$ cat src/rtl/ghost_pkg.sv
// Shared encodings for the ghost subsystem: output mode codes and the
// scheduler's phase state, used by the scheduler, ghost movers and renderer.
package ghost_pkg;

   // Mode codes presented to ghost movers and the renderer (2'b11 unused)
   localparam logic [1:0] MODE_SCATTER = 2'b00;
   localparam logic [1:0] MODE_CHASE   = 2'b01;
   localparam logic [1:0] MODE_FRIGHT  = 2'b10;

   typedef enum logic [1:0] {
      ST_SCATTER = 2'd0,
      ST_CHASE   = 2'd1,
      ST_FRIGHT  = 2'd2
   } ghost_state_t;

   // Map an underlying scatter/chase mode back onto its phase state
   function automatic ghost_state_t mode_to_state(input logic [1:0] m);
      if (m == MODE_CHASE) begin
         return ST_CHASE;
      end
      return ST_SCATTER;
   endfunction

endpackage

$ cat src/rtl/tick_divider.sv
// Divides the system clock into a one-cycle movement tick every TICK_DIV
// cycles. The count holds while paused and restarts on a round restart.
// tick_next exposes the value move_tick takes after the coming edge so a
// parent can register strobes that line up with move_tick.
module tick_divider #(
   parameter int TICK_DIV = 500000
) (
   input  logic move_clk,
   input  logic reset_n,
   input  logic resetW,
   input  logic pause,
   output logic move_tick,
   output logic tick_next
);

   localparam int CW = $clog2(TICK_DIV - 1) + 1;
   localparam logic [CW-1:0] LAST = CW'(TICK_DIV - 1);

   logic [CW-1:0] count_reg;
   logic [CW-1:0] count_next;
   logic          tick_reg;

   // Next count; the tick is high while the count sits at its final value
   always_comb begin
      count_next = count_reg;
      tick_next  = 1'b0;
      if (resetW) begin
         count_next = '0;
      end else if (!pause) begin
         count_next = (count_reg == LAST) ? '0 : count_reg + CW'(1);
         tick_next  = (count_next == LAST);
      end
   end

   // Count and tick registers
   always_ff @(posedge move_clk or negedge reset_n) begin
      if (!reset_n) begin
         count_reg <= '0;
         tick_reg  <= 1'b0;
      end else begin
         count_reg <= count_next;
         tick_reg  <= tick_next;
      end
   end

   assign move_tick = tick_reg;

endmodule

$ cat src/rtl/ghost_mode_scheduler.sv
// Global ghost sequencer: movement tick generation, scatter/chase phase
// schedule, frightened mode, staggered house release and per-ghost step
// strobes. All outputs are registered.
module ghost_mode_scheduler
   import ghost_pkg::*;
#(
   parameter int NUM_GHOSTS    = 4,
   parameter int TICK_DIV      = 500000,
   parameter int SCATTER_TICKS = 70,
   parameter int CHASE_TICKS   = 200,
   parameter int NUM_PHASES    = 7,
   parameter int FRIGHT_TICKS  = 60,
   parameter int BLINK_TICKS   = 15,
   parameter int RELEASE_GAP   = 30
) (
   input  logic                  move_clk,
   input  logic                  reset_n,
   input  logic                  resetW,
   input  logic                  pause,
   input  logic                  pellet_eaten,
   output logic                  move_tick,
   output logic [1:0]            mode,
   output logic                  reverse,
   output logic                  fright_blink,
   output logic [NUM_GHOSTS-1:0] released,
   output logic [NUM_GHOSTS-1:0] step_en
);

   localparam int PH_MAX  = ((SCATTER_TICKS > CHASE_TICKS) ? SCATTER_TICKS : CHASE_TICKS) - 1;
   localparam int PW      = $clog2(PH_MAX) + 1;
   localparam int IW      = $clog2(NUM_PHASES - 1) + 1;
   localparam int FW      = $clog2(FRIGHT_TICKS) + 1;
   localparam int REL_MAX = (NUM_GHOSTS - 1) * RELEASE_GAP;
   localparam int RW      = $clog2(REL_MAX) + 1;

   localparam logic [IW-1:0] LAST_IDX     = IW'(NUM_PHASES - 1);
   localparam logic [PW-1:0] SCATTER_LAST = PW'(SCATTER_TICKS - 1);
   localparam logic [PW-1:0] CHASE_LAST   = PW'(CHASE_TICKS - 1);
   localparam logic [FW-1:0] FRIGHT_LOAD  = FW'(FRIGHT_TICKS);
   localparam logic [FW-1:0] BLINK_LEVEL  = FW'(BLINK_TICKS);
   localparam logic [RW-1:0] REL_LIMIT    = RW'(REL_MAX);

   // Underlying mode of a phase: odd phases chase, and so does the final one
   function automatic logic [1:0] phase_mode(input logic [IW-1:0] idx);
      if ((idx == LAST_IDX) || idx[0]) begin
         return MODE_CHASE;
      end
      return MODE_SCATTER;
   endfunction

   ghost_state_t          state_reg,        state_next;
   logic [1:0]            saved_mode_reg,   saved_mode_next;
   logic [IW-1:0]         phase_idx_reg,    phase_idx_next;
   logic [PW-1:0]         phase_timer_reg,  phase_timer_next;
   logic [FW-1:0]         fright_timer_reg, fright_timer_next;
   logic                  parity_reg,       parity_next;
   logic [RW-1:0]         rel_timer_reg,    rel_timer_next;
   logic [1:0]            mode_reg,         mode_next;
   logic                  reverse_reg,      reverse_next;
   logic                  blink_reg,        blink_next;
   logic [NUM_GHOSTS-1:0] released_reg,     released_next;
   logic [NUM_GHOSTS-1:0] step_en_reg,      step_en_next;

   logic tick_next;
   logic advance;
   logic pellet;

   tick_divider #(
      .TICK_DIV (TICK_DIV)
   ) u_tick_divider (
      .move_clk  (move_clk),
      .reset_n   (reset_n),
      .resetW    (resetW),
      .pause     (pause),
      .move_tick (move_tick),
      .tick_next (tick_next)
   );

   // A pause freezes every timer and swallows pellet events
   assign advance = move_tick & ~pause;
   assign pellet  = pellet_eaten & ~pause;

   // Each ghost leaves the house once the release timer reaches its slot
   generate
      for (genvar gi = 0; gi < NUM_GHOSTS; gi++) begin : g_release
         assign released_next[gi] = (~resetW & released_reg[gi])
                                  | (rel_timer_next >= RW'(gi * RELEASE_GAP));
      end
   endgenerate

   // Phase schedule, frightened mode and strobe generation
   always_comb begin
      state_next        = state_reg;
      saved_mode_next   = saved_mode_reg;
      phase_idx_next    = phase_idx_reg;
      phase_timer_next  = phase_timer_reg;
      fright_timer_next = fright_timer_reg;
      parity_next       = parity_reg;
      rel_timer_next    = rel_timer_reg;
      mode_next         = mode_reg;
      reverse_next      = 1'b0;
      blink_next        = 1'b0;
      step_en_next      = '0;
      if (resetW) begin
         state_next        = ST_SCATTER;
         saved_mode_next   = MODE_SCATTER;
         phase_idx_next    = '0;
         phase_timer_next  = '0;
         fright_timer_next = '0;
         parity_next       = 1'b0;
         rel_timer_next    = '0;
         mode_next         = MODE_SCATTER;
      end else begin
         if (advance && (rel_timer_reg != REL_LIMIT)) begin
            rel_timer_next = rel_timer_reg + RW'(1);
         end
         if (state_reg != ST_FRIGHT) begin
            // Phase advance lands in saved_mode before a coincident pellet
            if (advance && (phase_idx_reg != LAST_IDX)) begin
               if (phase_timer_reg == (phase_idx_reg[0] ? CHASE_LAST : SCATTER_LAST)) begin
                  phase_idx_next   = phase_idx_reg + IW'(1);
                  phase_timer_next = '0;
                  saved_mode_next  = phase_mode(phase_idx_next);
               end else begin
                  phase_timer_next = phase_timer_reg + PW'(1);
               end
            end
            if (pellet) begin
               state_next        = ST_FRIGHT;
               fright_timer_next = FRIGHT_LOAD;
               parity_next       = 1'b0;
            end else begin
               state_next = mode_to_state(saved_mode_next);
            end
         end else begin
            if (advance) begin
               parity_next = ~parity_reg;
            end
            if (pellet) begin
               fright_timer_next = FRIGHT_LOAD;
            end else if (advance) begin
               fright_timer_next = fright_timer_reg - FW'(1);
               if (fright_timer_next == '0) begin
                  state_next = mode_to_state(saved_mode_reg);
               end
            end
         end
         mode_next    = (state_next == ST_FRIGHT) ? MODE_FRIGHT : saved_mode_next;
         reverse_next = (mode_next != mode_reg);
         blink_next   = (state_next == ST_FRIGHT) && (fright_timer_next <= BLINK_LEVEL);
         // Strobe is loaded alongside the tick so both appear in the same cycle
         if (tick_next && ((state_reg != ST_FRIGHT) || parity_reg)) begin
            step_en_next = released_reg;
         end
      end
   end

   // State and output registers
   always_ff @(posedge move_clk or negedge reset_n) begin
      if (!reset_n) begin
         state_reg        <= ST_SCATTER;
         saved_mode_reg   <= MODE_SCATTER;
         phase_idx_reg    <= '0;
         phase_timer_reg  <= '0;
         fright_timer_reg <= '0;
         parity_reg       <= 1'b0;
         rel_timer_reg    <= '0;
         mode_reg         <= MODE_SCATTER;
         reverse_reg      <= 1'b0;
         blink_reg        <= 1'b0;
         released_reg     <= NUM_GHOSTS'(1);
         step_en_reg      <= '0;
      end else begin
         state_reg        <= state_next;
         saved_mode_reg   <= saved_mode_next;
         phase_idx_reg    <= phase_idx_next;
         phase_timer_reg  <= phase_timer_next;
         fright_timer_reg <= fright_timer_next;
         parity_reg       <= parity_next;
         rel_timer_reg    <= rel_timer_next;
         mode_reg         <= mode_next;
         reverse_reg      <= reverse_next;
         blink_reg        <= blink_next;
         released_reg     <= released_next;
         step_en_reg      <= step_en_next;
      end
   end

   assign mode         = mode_reg;
   assign reverse      = reverse_reg;
   assign fright_blink = blink_reg;
   assign released     = released_reg;
   assign step_en      = step_en_reg;

endmodule

$ cat config.mk
export PLATFORM = sky130hd
export DESIGN_NAME = ghost_mode_scheduler
export DESIGN_NICKNAME = d
export VERILOG_FILES = /design/src/rtl/ghost_pkg.sv /design/src/rtl/tick_divider.sv /design/src/rtl/ghost_mode_scheduler.sv
export SDC_FILE = /design/constraint.sdc
export NUM_CORES = 1
export LEC_CHECK = 0
export CAP_MARGIN = 25
export CORE_ASPECT_RATIO = 0.9
export CORE_MARGIN = 2
export CORE_UTILIZATION = 30
export DETAILED_ROUTE_END_ITERATION = 6
export PLACE_DENSITY = 0.46
export SYNTH_ARGS = -nofsm -noshare
export SYNTH_HDL_FRONTEND = slang
export SYNTH_SLANG_ARGS = --single-unit
$ cat constraint.sdc
create_clock -name move_clk -period 3.59 [get_ports move_clk]
set_input_delay 0.718 -clock move_clk [delete_from_list [all_inputs] [get_ports move_clk]]
set_output_delay 0.718 -clock move_clk [all_outputs]
set_load 0.02 [all_outputs]
## Word level (Yosys, flattened, before mapping)

Cells that the tools add are included.

| storage, ports and cells | value |
|---|---|
| output and inout bits | 13 |
| memories kept | 0 |
| logic and storage cells | 131 |
| ROM bits | 0 |
| flip-flop bits (word level) | 66 |
| RAM bits | 0 |
| latch bits | 0 |

| operators by class | value |
|---|---|
| div/mod/pow operators | 0 |
| reduce and logical (&&, ||, !) cells | 14 |
| shift-type cells | 0 |
| multipliers | 0 |
| bitwise operators | 13 |
| equality and inequality tests | 13 |
| mux-type cells | 67 |
| add/sub/neg operators | 5 |
| order comparisons | 5 |

Operators with widths:

| cell | number |
|---|---|
| two-way mux 20 bit | 3 |
| two-way mux 2 bit | 22 |
| two-way mux 7 bit | 6 |
| == test 20 x 19 -> 1 bit (second input constant) | 2 |
| two-way mux 9 bit | 4 |
| two-way mux 4 bit | 6 |
| two-way mux 8 bit | 3 |
| two-way mux 1 bit | 23 |
| adder 20 x 1 -> 20 bit (second input constant) | 1 |
| adder 9 x 1 -> 9 bit (second input constant) | 1 |
| == test 9 x 8 -> 1 bit | 1 |
| adder 8 x 1 -> 8 bit (second input constant) | 1 |
| >= comparator 8 x 1 -> 1 bit (second input constant) | 1 |
| >= comparator 8 x 5 -> 1 bit (second input constant) | 1 |
| >= comparator 8 x 6 -> 1 bit (second input constant) | 1 |
| >= comparator 8 x 7 -> 1 bit (second input constant) | 1 |
| != test 8 x 7 -> 1 bit (second input constant) | 1 |
| <= comparator 7 x 4 -> 1 bit (second input constant) | 1 |
| logical NOT 7 bit | 1 |
| subtractor 7 x 1 -> 7 bit (second input constant) | 1 |
| bitwise AND 1 bit | 6 |
| nonzero test 2 bit | 3 |
| adder 4 x 1 -> 4 bit (second input constant) | 1 |
| == test 2 x 1 -> 1 bit (second input constant) | 2 |
| 13 further kinds | 24 |

## Depth between registers and ports, before layout

| logic depth | value |
|---|---|
| depth in word-level cells | 26 |
| depth in mapped cells | 9 |

## Modules after synthesis

A second synthesis with hierarchy kept.

| unflattened totals | value |
|---|---|
| cell total of the unflattened synthesis | 416 |
| area total of the unflattened synthesis | 3,812.4 um^2 |

Modules (own cells, without submodules):

| module | cells an instance | times used | seq. area each (um^2) | area each (um^2) |
|---|---|---|---|---|
| ghost_mode_scheduler | 249 | 1 | 1,101.1 | 2,381.0 |
| tick_divider | 167 | 1 | 525.5 | 1,431.4 |

## Worst setup path after synthesis

OpenSTA, ideal clock, no wires.

| path | value |
|---|---|
| path type | input -> register |
| start point | input pause |
| end point | register released_reg[1], in the netlist released[1] |
| setup slack | 1.185 ns |
| arrival time | 2.276 ns |
| path buffers | 1 |
| setup time | 0.129 ns |
| stages | 7 |
| cell sequence | clkbuf_1 > nand2b_1 > a41oi_1 > nand2_1 > xor2_1 > and3b_1 > a2111o_1 |

| between the ends | value |
|---|---|
| longest elaborated chain between the ends | 7 |

RTL lines:

| what | RTL line | text |
|---|---|---|
| start, declared | ghost_mode_scheduler.sv:19 | `input logic pause,` |
| NOT 1 bit | ghost_mode_scheduler.sv:80 | `assign advance = move_tick & ~pause;` |
| bitwise AND 1 bit | ghost_mode_scheduler.sv:80 |  |
| logical AND 1 bit | ghost_mode_scheduler.sv:114 | `if (advance && (rel_timer_reg != REL_LIMIT)) begin` |
| two-way mux 8 bit | ghost_mode_scheduler.sv:114 |  |
| two-way mux 8 bit | ghost_mode_scheduler.sv:104 | `if (resetW) begin` |
| >= comparator 8 x 5 -> 1 bit | ghost_mode_scheduler.sv:87 | `\| (rel_timer_next >= RW'(gi * RELEASE_GAP));` |
| OR 1 bit | ghost_mode_scheduler.sv:87 |  |
| via released_next[1] | ghost_mode_scheduler.sv:61 | `logic [NUM_GHOSTS-1:0] released_reg, released_next;` |
| end signal, assigned | ghost_mode_scheduler.sv:184 | `released_reg <= released_next;` |
| end, declared | ghost_mode_scheduler.sv:61 |  |

The timed path passes the listed nets, and every way through them passes these cells.
A chain may end at the register's enable or synchronous reset.

## Worst setup path in the final report

Same ends and word-level chain as after synthesis.

==> impl_results.md <==
* Status: completed
* Final hold vios at 0
* CP bufs+invs at 1
* Switching Fraction at 0.241
* Post-synth EDFFs at 0
* Largest register FFs at 20
* Pin slew with the least headroom to its limit at ~0.94 ns
* Ranking of synthesized cells by area: dfrtp_1 (43%), nor2_1 (4.3%), xor2_1 (3.9%)
* TritonCTS buffer count at 9
* Max Cap Viol at 0
* H-Tree Depth at 3
* Final Util at 0.351
* Worst-path clk slew at 0.06 ns
* Netlist cell types at a little over 60
* Gr ovfl total at 0
* CTS tree: done
* Largest net degree at the start of global routing at 37
* RSZ-0062 raised after global routing: false
* Starting DRT DRC Count at around 270
* Placer Congestion at approximately 0.83
* Top Family by Delay on Critical Path: compound AO/OA/AOI/OAI gates
* Sink Count at 65
* Yosys warns at 0
* Pre-antenna DRT Iters at 4
* Post-place instance area at approximately 4100 sq um
* # resized after CTS at 0
* Layout cells sized above 1 at 0.0776
* Worst hold slack at 0.322 ns
* Core ar. at around 13,000 sq um
* Fin crit period at between 2 and 3 ns
* Pwr Density at 370 nW/um^2
* Worst Setup Start Kind: input pin
* Top_reg_cell synth: dfrtp_1
* Leakage power at around 1.8 nW
* Combinational share of power at 0.057
* DRC at 0
* Cell Area, Synth at roughly 3800 sq um
* Final period utilization at 0.757
* Fin area at approximately 4400 sq um
* Layout Nets at ~450
* Synth area leader: dfrtp_1
* Yosys reg bits at 65
* Clock Power Share at 0.481
* Vias in the first global route at between 3,000 and 4,000
* Mapped Avg Cell Area at between 9 and 10 sq um
* Setup TNS Final at 0 ns
* Die Width at roughly 120 microns
* Via count at 3,096
* Cell Int Power at between 1 and 1.5 mW
* Crit-path max FO at 10
* Max clock buf depth at 2
* Post CTS Setup Buffer Count at 0
* Initial core utilization at 0.304
* Die ar. at 13,600 sq um
* Synth async-reset ratio at 1.00
* Slowest cell on the critical path: clkdlybuf4s50_1
* Worst Path Required at 3.80 ns
* Cts hold-fix bufs at 0
* Layout area overhead at 15.5%
* Vias per inst at ~5
* Setup slack at placement at approximately 0.5 ns
* First-pass GRT wire length at 15,800 microns
* Post-Syn Instances at about 420
* Clock root buffer: clkbuf_16
* Worst setup margin at between 0.8 and 0.9 ns
* Ant. Diodes at 0
* Setup violators final at 0
* Part of the power in registers at 0.463
* Post-synthesis sequential area ratio at 0.427
* Crit path cell chain: clkdlybuf4s50_1, nand2b_1, a41oi_1, nand2_1, xor2_1, and3b_1, a2111o_1
* Crit-path max cell delay at ~0.57 ns
* Crit path kind: input pin to register
* Port Buffers at 16
* Filler instances at 1,273
* Clk Latency, worst-skew pair at ~0.34 ns
* CP Capture Type: register
* FP Rows at 39
* Top Ports at 18
* DRT antenna net count at 0
* Layout Skew at approximately 0.0066 ns
* Arr. time, crit path at ~2.9 ns
* Synthesized Nets at around 430
* Rel. slew slack at 0.369
* Initial antenna violation count at 0
* Die height at about 110 microns
* Routed WL per cell at about 16 microns
* Max VDD drop at approximately 0.19 mV
* Routed Wire Length at 9340 microns
* Worst hold path class: input pin to asynchronous set/reset pin
* Tot GR Track Use at 0.150
* HPWL after DPL at 6560 microns
* Slew Limit Fails at 0
* Post-synth top area share at 0.427
* Net Switching at roughly 0.39 mW
* FMAX at 368 MHz
cells by family after synthesis:
| family | synth area share |
|---|---|
| flip-flops | 0.427 |
| multiplexers | 0.0210 |
| AND/OR/NAND/NOR | 0.270 |
| other | 0.000985 |
| adder cells (fa/ha/maj) | 0.0296 |
| XOR/XNOR | 0.0759 |
| AO/OA/AOI/OAI | 0.137 |
| buffers and inverters | 0.0384 |
Yosys cell counts, types with 6 or more instances:
cell type / number
nand3_1: 18
xnor2_1: 16
o31ai_1: 6
ha_1: 9
nor4b_1: 8
nor2_1: 44
xor2_1: 17
nor2b_1: 7
inv_1: 12
nand2_1: 34
clkbuf_1: 12
mux2i_1: 8
nand4_1: 13
dfrtp_1: 65
a21oi_1: 18
nor3_1: 14
nor4_1: 7
o21ai_0: 28
power by group through the flow:
| stage | sequential, mW | clock [mW] | combinational, mW |
|---|---|---|---|
| 2_1_floorplan | 0.763 | 0 | 0.0499 |
| 3_3_place_gp | 0.765 | 0 | 0.0938 |
| 3_5_place_dp | 0.764 | 0 | 0.0941 |
| 4_1_cts | 0.751 | 0.810 | 0.0944 |
| 5_1_grt | 0.753 | 0.845 | 0.105 |
| 6_report | 0.752 | 0.781 | 0.0922 |
through the flow:
step                      power, mW  std cells
after floorplan               0.813        418
after global placement        0.858        585
after detailed placement      0.859        586
after CTS                      1.66        602
after global routing           1.70        602
final                          1.63        602
final timing paths:
check	startpoint	to	slack, ns	cells after the start
max in group asynchronous	reset_n	phase_timer_reg[1]$_DFFE_PN0P_	2.51	2
worst min-delay path	reset_n	u_tick_divider.count_reg[5]$_DFFE_PN0P_	0.32	1
worst max-delay path	pause	released[1]$_DFF_PN0_	0.87	7
min in group move_clk	phase_timer_reg[8]$_DFFE_PN0P_	phase_timer_reg[8]$_DFFE_PN0P_	0.49	1
worst max register to register	u_tick_divider.count_reg[0]$_DFFE_PN0P_	step_en[3]$_DFF_PN0_	1.00	7
worst min register to register	phase_timer_reg[8]$_DFFE_PN0P_	phase_timer_reg[8]$_DFFE_PN0P_	0.49	1
layout by cell type, fill, tap and decap left out, types with 8 or more instances in the layout:
master and n:
a21oi_1 18, buf_4 10, clkbuf_16 9, clkdlybuf4s50_1 15, dfrtp_1 65, ha_1 9, inv_1 12, mux2i_1 8
nand2_1 34, nand3_1 18, nand4_1 13, nor2_1 44, nor3_1 14, nor4b_1 8, o21ai_0 28, xnor2_1 16
xor2_1 17
final cells by class:
| class | count | area [sq um] | area share |
|---|---|---|---|
| repair buffers | 26 | 230 | 0.0523 |
| inverters | 12 | 45.0 | 0.0102 |
| clock buffers | 12 | 236 | 0.0538 |
| clock inverters | 4 | 20.0 | 0.00455 |
| well taps | 164 | 205 | 0.0467 |
| multi-input cells | 319 | 2030 | 0.463 |
| flip-flops and latches | 65 | 1630 | 0.370 |
metal layers:
layer / track usage / share of wire / up-vias
met4: 0.0590 / 0.026 / 0
met1: 0.199 / 0.49 / 1492
li1: - / - / 1538
met5: 0 / 0 / -
met2: 0.224 / 0.45 / 49
met3: 0.0489 / 0.036 / 17
worst register-to-register path: stages (launching register included):
cell and delay [ns]:
dfrtp_1 0.44, ha_1 0.28, nand4_1 0.24, nor4_1 0.59
xor2_1 0.16, a211oi_2 0.24, nand4_2 0.23, nor4b_1 0.32
Note: power is estimated with default switching activity, not from simulation.
